`src/rtl/bin_stim_gen_pkg.sv`:
```
// bin_stim_pkg: state encoding, LFSR feedback taps and sizing helpers shared by the stimulus sequencer.
package bin_stim_pkg;

    typedef enum logic [2:0] {
        S_IDLE = 3'd0,
        S_CLR  = 3'd1,
        S_LOAD = 3'd2,
        S_UP   = 3'd3,
        S_DOWN = 3'd4,
        S_HOLD = 3'd5,
        S_RAND = 3'd6,
        S_DONE = 3'd7
    } state_e;

    // x^8 + x^6 + x^5 + x^4 + 1 as bit positions 7, 5, 4, 3 of a left-shifting register
    localparam logic [7:0] LFSR_TAPS = 8'b1011_1000;

    function automatic int clog2(input int v);
        int r;
        r = 0;
        while ((1 << r) < v) r++;
        return r;
    endfunction

    function automatic int max3(input int a, input int b, input int c);
        int m;
        m = a > b ? a : b;
        return m > c ? m : c;
    endfunction

    function automatic logic [7:0] lfsr_next(input logic [7:0] q);
        return {q[6:0], ^(q & LFSR_TAPS)};
    endfunction

endpackage

```
`src/rtl/bin_stim_gen_if.sv`:
```
// bin_stim_gen_if: control, tick and status signals between the stimulus sequencer and the counter under test.
interface bin_stim_gen_if #(
    parameter int N = 3
);
    logic         start;
    logic         max_tick;
    logic         min_tick;
    logic         syn_clr;
    logic         load;
    logic         en;
    logic         up;
    logic [N-1:0] d;
    logic         busy;
    logic         done;
    logic [7:0]   wrap_cnt;

    modport master (
        input  start, max_tick, min_tick,
        output syn_clr, load, en, up, d, busy, done, wrap_cnt
    );

    modport slave (
        output start, max_tick, min_tick,
        input  syn_clr, load, en, up, d, busy, done, wrap_cnt
    );
endinterface

```
`src/rtl/bin_stim_gen_lfsr8.sv`:
```
// lfsr8: 8-bit Fibonacci LFSR that advances only while en is high; active-low synchronous reset to seed.
module lfsr8
    import bin_stim_pkg::*;
(
    input  logic       clk,
    input  logic       reset,
    input  logic       en,
    input  logic [7:0] seed,
    output logic [7:0] q
);

    always_ff @(posedge clk) begin
        if (!reset) q <= seed;
        else if (en) q <= lfsr_next(q);
    end

endmodule

```
`src/rtl/bin_stim_gen.sv`:
```
// bin_stim_gen: directed-then-random stimulus sequencer for an N-bit up/down counter, counting wrap events.
module bin_stim_gen
    import bin_stim_pkg::*;
#(
    parameter int           N        = 3,
    parameter logic [N-1:0] LOAD_VAL = 3'b101,
    parameter int           HOLD     = 4,
    parameter int           RAND_LEN = 16,
    parameter logic [7:0]   SEED     = 8'hA5
) (
    input logic            clk,
    input logic            reset,
    bin_stim_gen_if.master bus
);

    localparam int SWEEP = (1 << N) + 1;
    localparam int W     = clog2(max3(SWEEP, HOLD, RAND_LEN)) + 1;

    state_e         state_q, state_d;
    logic [W-1:0]   cnt_q, cnt_d;
    logic           syn_clr_q, syn_clr_d;
    logic           load_q, load_d;
    logic           en_q, en_d;
    logic           up_q, up_d;
    logic [N-1:0]   d_q, d_d;
    logic [7:0]     wrap_q, wrap_d;
    logic [7:0]     lfsr_q, lfsr_d;
    logic           rand_clr;

    lfsr8 u_lfsr (
        .clk   (clk),
        .reset (reset),
        .en    (state_q == S_RAND),
        .seed  (SEED),
        .q     (lfsr_q)
    );

    function automatic logic [W-1:0] phase_last(input state_e s);
        return (s == S_UP || s == S_DOWN) ? W'(SWEEP - 1) :
               (s == S_HOLD)              ? W'(HOLD - 1)  :
               (s == S_RAND)              ? W'(RAND_LEN - 1) : '0;
    endfunction

    always_comb begin
        state_d = state_q;
        if (state_q == S_IDLE) state_d = bus.start ? S_CLR : S_IDLE;
        // states are numbered in sequence order; DONE+1 wraps to IDLE
        else if (cnt_q == '0) state_d = state_e'(state_q + 3'd1);
        cnt_d     = (state_d != state_q) ? phase_last(state_d) : (cnt_q == '0 ? '0 : cnt_q - 1'b1);
        // outputs are registered, so use the LFSR value that will be present next cycle
        lfsr_d    = (state_q == S_RAND) ? lfsr_next(lfsr_q) : lfsr_q;
        rand_clr  = &lfsr_d[7:5];
        syn_clr_d = state_d == S_CLR || (state_d == S_RAND && rand_clr);
        load_d    = state_d == S_LOAD || (state_d == S_RAND && lfsr_d[4] && lfsr_d[3] && !rand_clr);
        en_d      = state_d == S_UP || state_d == S_DOWN || (state_d == S_RAND && lfsr_d[2]);
        up_d      = state_d == S_UP || (state_d == S_RAND && lfsr_d[1]);
        d_d       = (state_d == S_LOAD) ? LOAD_VAL : (state_d == S_RAND) ? lfsr_d[N-1:0] : '0;
        wrap_d    = wrap_q + 8'(wrap_q != 8'hFF && en_q && (up_q ? bus.max_tick : bus.min_tick));
    end

    always_ff @(posedge clk) begin
        if (!reset) begin
            state_q   <= S_IDLE;
            cnt_q     <= '0;
            syn_clr_q <= 1'b0;
            load_q    <= 1'b0;
            en_q      <= 1'b0;
            up_q      <= 1'b0;
            d_q       <= '0;
            wrap_q    <= '0;
        end else begin
            state_q   <= state_d;
            cnt_q     <= cnt_d;
            syn_clr_q <= syn_clr_d;
            load_q    <= load_d;
            en_q      <= en_d;
            up_q      <= up_d;
            d_q       <= d_d;
            wrap_q    <= wrap_d;
        end
    end

    assign bus.syn_clr  = syn_clr_q;
    assign bus.load     = load_q;
    assign bus.en       = en_q;
    assign bus.up       = up_q;
    assign bus.d        = d_q;
    assign bus.busy     = state_q != S_IDLE;
    assign bus.done     = state_q == S_DONE;
    assign bus.wrap_cnt = wrap_q;

endmodule
```
`src/flat_wrapper.sv`:
```
// flat-port wrapper written by rule: the top's interface ports become plain ports
module bin_stim_gen_flat import bin_stim_pkg::*;
#(
    parameter int           N        = 3,
    parameter logic [N-1:0] LOAD_VAL = 3'b101,
    parameter int           HOLD     = 4,
    parameter int           RAND_LEN = 16,
    parameter logic [7:0]   SEED     = 8'hA5
)
  (clk, reset, bus_start, bus_max_tick, bus_min_tick, bus_syn_clr, bus_load, bus_en, bus_up, bus_d, bus_busy, bus_done, bus_wrap_cnt);
  bin_stim_gen_if #(.N(N)) bus_i ();
  input logic clk;
  input logic reset;
  input wire logic [$bits(bus_i.start)-1:0] bus_start;
  input wire logic [$bits(bus_i.max_tick)-1:0] bus_max_tick;
  input wire logic [$bits(bus_i.min_tick)-1:0] bus_min_tick;
  output wire logic [$bits(bus_i.syn_clr)-1:0] bus_syn_clr;
  output wire logic [$bits(bus_i.load)-1:0] bus_load;
  output wire logic [$bits(bus_i.en)-1:0] bus_en;
  output wire logic [$bits(bus_i.up)-1:0] bus_up;
  output wire logic [$bits(bus_i.d)-1:0] bus_d;
  output wire logic [$bits(bus_i.busy)-1:0] bus_busy;
  output wire logic [$bits(bus_i.done)-1:0] bus_done;
  output wire logic [$bits(bus_i.wrap_cnt)-1:0] bus_wrap_cnt;
  assign bus_i.start = bus_start;
  assign bus_i.max_tick = bus_max_tick;
  assign bus_i.min_tick = bus_min_tick;
  assign bus_syn_clr = bus_i.syn_clr;
  assign bus_load = bus_i.load;
  assign bus_en = bus_i.en;
  assign bus_up = bus_i.up;
  assign bus_d = bus_i.d;
  assign bus_busy = bus_i.busy;
  assign bus_done = bus_i.done;
  assign bus_wrap_cnt = bus_i.wrap_cnt;
  bin_stim_gen #(.N(N), .LOAD_VAL(LOAD_VAL), .HOLD(HOLD), .RAND_LEN(RAND_LEN), .SEED(SEED)) u_core (.clk(clk), .reset(reset), .bus(bus_i));
endmodule
```
`config.mk`:
```
export PLATFORM = sky130hd
export DESIGN_NAME = bin_stim_gen_flat
export DESIGN_NICKNAME = d
export VERILOG_FILES = /design/src/rtl/bin_stim_gen_pkg.sv /design/src/rtl/bin_stim_gen_if.sv /design/src/rtl/bin_stim_gen_lfsr8.sv /design/src/rtl/bin_stim_gen.sv /design/src/flat_wrapper.sv
export SDC_FILE = /design/constraint.sdc
export NUM_CORES = 1
export LEC_CHECK = 0
export CAP_MARGIN = 5
export CORE_ASPECT_RATIO = 1.5
export CORE_MARGIN = 2
export CORE_UTILIZATION = 50
export CTS_BUF_LIST = sky130_fd_sc_hd__clkbuf_8 sky130_fd_sc_hd__clkbuf_16
export DETAILED_ROUTE_END_ITERATION = 12
export PLACE_DENSITY = 0.7
export SYNTH_ARGS = -nofsm -noshare
export SYNTH_HDL_FRONTEND = slang
export SYNTH_HIERARCHICAL = 1
export SYNTH_SLANG_ARGS = --single-unit
```
`constraint.sdc`:
```
create_clock -name clk -period 4.01 [get_ports clk]
set_input_delay 0.802 -clock clk [delete_from_list [all_inputs] [get_ports clk]]
set_output_delay 0.802 -clock clk [all_outputs]
set_load 0.03 [all_outputs]
```
==> impl_metrics.ini <==
[outcome]
outcome = finished, final reports clean

[setup_path]
setup.worst_path.end_class = output pin
timing.setup.critical_path_class = reg2out
cp.required_ns = 3.21
path_cells = inv_1 > ha_1 > and2b_2 > inv_1 > clkdlybuf4s50_1
worst_r2r_start = u_core/state_q[0]
cp_data_arrival_time_ns = 2.44
cp_slowest_cell = clkdlybuf4s50_1
critical_path.reg2reg.endpoint = u_core/cnt_q[3]
timing.critical_path.from_type = flip-flop
critical-path-top-cell-by-count = inv_1
worst-r2r-setup-slack_ns = 1.65
path_max_fanout = 12
ff2ff_path_depth = 7
cp_slowest_stage_delay_ns = 0.67

[logic_synthesis]
mean_instance_size_in_the_synthesized_netlist_sq_um = 10.1
synth_edf_count = 8
seq_area_frac_synth = 0.414
netlist_area_sq_um = 1690
post-synth-top-area-cell = dfxtp_1
ys_types = 47
synth_area_leaders = dfxtp_1 27%, edfxtp_1 14%, ha_1 5.9%
ys_warn_count = 6
post_synth_inst_count = 168
synthArstFlopShare = 0
synth.most_common_cell = dfxtp_1
ranking_of_synthesized_cells_by_instance_count = 23 x dfxtp_1, 12 x nand2_1, 11 x and2_1, 11 x xnor2_1
ys_ff_latch = 31
synth.top_cell.area_share = 0.272
synthFlopType = dfxtp_1

[drt]
drt_first_iter_violations = 17
drc = 0
vias = 1260
drt_first_pass_iters = 4
postRouteWirelength_um = 3320
detail-route-antenna-nets = 0
route.detailed.vias_per_inst = 5.29
avgRoutedWirePerCell_um = 13.9

[sta]
grt_setup_unrepaired = false
report.final.setup_viol = 0
final-max-slew-violation-count = 0
timing.max_slew.rel_slack = 0.345
setup_tns_ns = 0
period_share = 0.808
achievable-frequency_ghz = 0.309
fin_crit_ns = 3.24
finClkSkew_ns = 0.0104
final_worst_hold_slack_ns = 0.518
tightest_slew_ns = 0.980
timing.final.hold_violations = 0

[floorplan]
die-width_um = 51.5
floorplan.io_pins = 22
initial_util = 0.530
placeableCoreArea_sq_um = 3190
dieHeight_um = 75.2
std_cell_rows = 25
dieArea_sq_um = 3870

[global_route]
grt_pass1_wl_um = 5620
grt_overflow = 0
antenna_found_initial = 0
grt_usage = 0.195
via_count_of_the_first_global_routing_pass = 1265
grt_max_degree = 30

[clock_tree]
inserted_clock_buffers = 5
clock_tree.htree_level_count = 2
cts_tree = yes
cts_root_buffer = clkbuf_8
cts.sink_count = 31
post-cts-setup-buffers = 0
clkTransAtPathRegs_ns = 0.07
clkLatencyLatePin_ns = 0.28
cts_buffer_depth = 2
cts_hold_buffers = 0
cts_repair_resize_count = 0

[finish]
fill_cells = 281
postLayoutCoreUtil = 0.631
instances_no_fill = 238
antenna-diode-count = 0
finalNetCount = 210
p_r_area_growth_vs_syn_pct = 19.1
drive_above_1_share = 0.101
layout.cell_area.non_filler_sq_um = 2010

[min_path]
min_delay_worst_endpoint = u_core/bus.wrap_cnt[7]
hold_path_depth = 2
hold_path.startpoint = u_core/bus.wrap_cnt[7]
hold_class = reg2reg

[placed_design]
hpwlAfterDp_um = 2460
post-place-cells = 230
buffer_ports.inserted = 21
gp_congestion = 0.769
area_after_dpl_sq_um = 1930

[power_and_ir_drop]
power-per-cell-area_nw_per_um2 = 539
vdd.ir_drop.worst_v = 0.000337
p_leak_nw = 0.827

[job]
cap_viol_max_count = 0
-- kinds of logic (layout without fill, tap and decap cells) --
family	Yosys count	count (layout)	synth area share
other cells	2	8	0.00444
simple gates	60	60	0.212
compound gates	31	31	0.132
flops	31	31	0.414
mux	11	11	0.0717
xor+xnor	13	13	0.0673
buf+inv	12	36	0.0399
fa+ha+maj	8	8	0.0592
-- worst max-delay path by stage --
stage	start	end	depth (start not counted)	slack, ns
floorplan	bus_max_tick	u_core/bus.wrap_cnt[2]	6	2.04
global placement	u_core/state_q[0]	bus_busy	5	1.17
detailed placement	u_core/state_q[0]	bus_busy	5	1.06
CTS	u_core/state_q[0]	bus_busy	5	0.78
global route	u_core/state_q[0]	bus_busy	5	0.64
finish	u_core/state_q[0]	bus_busy	5	0.77
-- where the power goes --
part	switching [W]	leakage, nW	total, W	internal [W]
registers	0.0000509	0.265	0.000412	0.000362
clock network	0.000109	0.0505	0.000226	0.000116
logic	0.000260	0.511	0.000449	0.000188
-- critical path, delay by kind of cell (launching register included) --
kind / cells / cell delay, ns
adders and majority gates: 1 / 0.30
buffers and inverters: 3 / 0.96
DFF: 1 / 0.62
and+or+nand+nor: 1 / 0.27
-- final cells by class --
class | instances | area, sq um | area share
multi-input cells | 131 | 946 | 0.470
flip-flops and latches | 31 | 701 | 0.348
repair buffers | 21 | 210 | 0.104
clock buffers | 5 | 68.8 | 0.0342
well taps | 40 | 50.0 | 0.0248
inverters | 7 | 26.3 | 0.0130
clock inverters | 3 | 12.5 | 0.00621
-- metal layers --
metal / vias up / share of wire / GRT usage
li1: 645 / - / -
met1: 593 / 0.43 / 0.220
met2: 17 / 0.53 / 0.346
met3: 5 / 0.031 / 0.0556
met4: 0 / 0.011 / 0.0760
met5: - / 0 / 0
-- stage by stage --
step | setup WS, ns | total power, W
6_report | 0.770 | 0.00109
2_1_floorplan | 2.04 | 0.000780
3_3_place_gp | 1.17 | 0.000855
4_1_cts | 0.775 | 0.00110
3_5_place_dp | 1.06 | 0.000867
5_1_grt | 0.642 | 0.00117
-- flip-flops by register name (all words and copies together) (netlist names) --
signal,count
u_core/bus.wrap_cnt,8
u_core/bus.d,3
u_core/bus.load,1
u_core/bus.syn_clr,1
u_core/u_lfsr/q,8
u_core/bus.up,1
u_core/state_q,3
u_core/bus.en,1
u_core/cnt_q,5
-- cells in the final DEF, fill, tap and decap left out, types with 2 or more instances in the layout --
cell             count
clkdlybuf4s50_1     21
nand4_1              2
inv_1                9
edfxtp_1             8
mux2i_1              2
xnor2_1             11
nor2_1               7
nand2_1             12
conb_1               8
and3_1               3
nand3_1              6
a21boi_0             3
o21a_1               2
or3_1                3
clkbuf_8             5
and2_1              11
o21ai_0              8
nand3b_1             2
xor2_1               2
a21oi_1              7
mux2_2               4
ha_1                 8
o22ai_1              2
nor3_1               4
mux2_1               5
dfxtp_1             23
No activity file was read; power rests on OpenSTA's default activity.
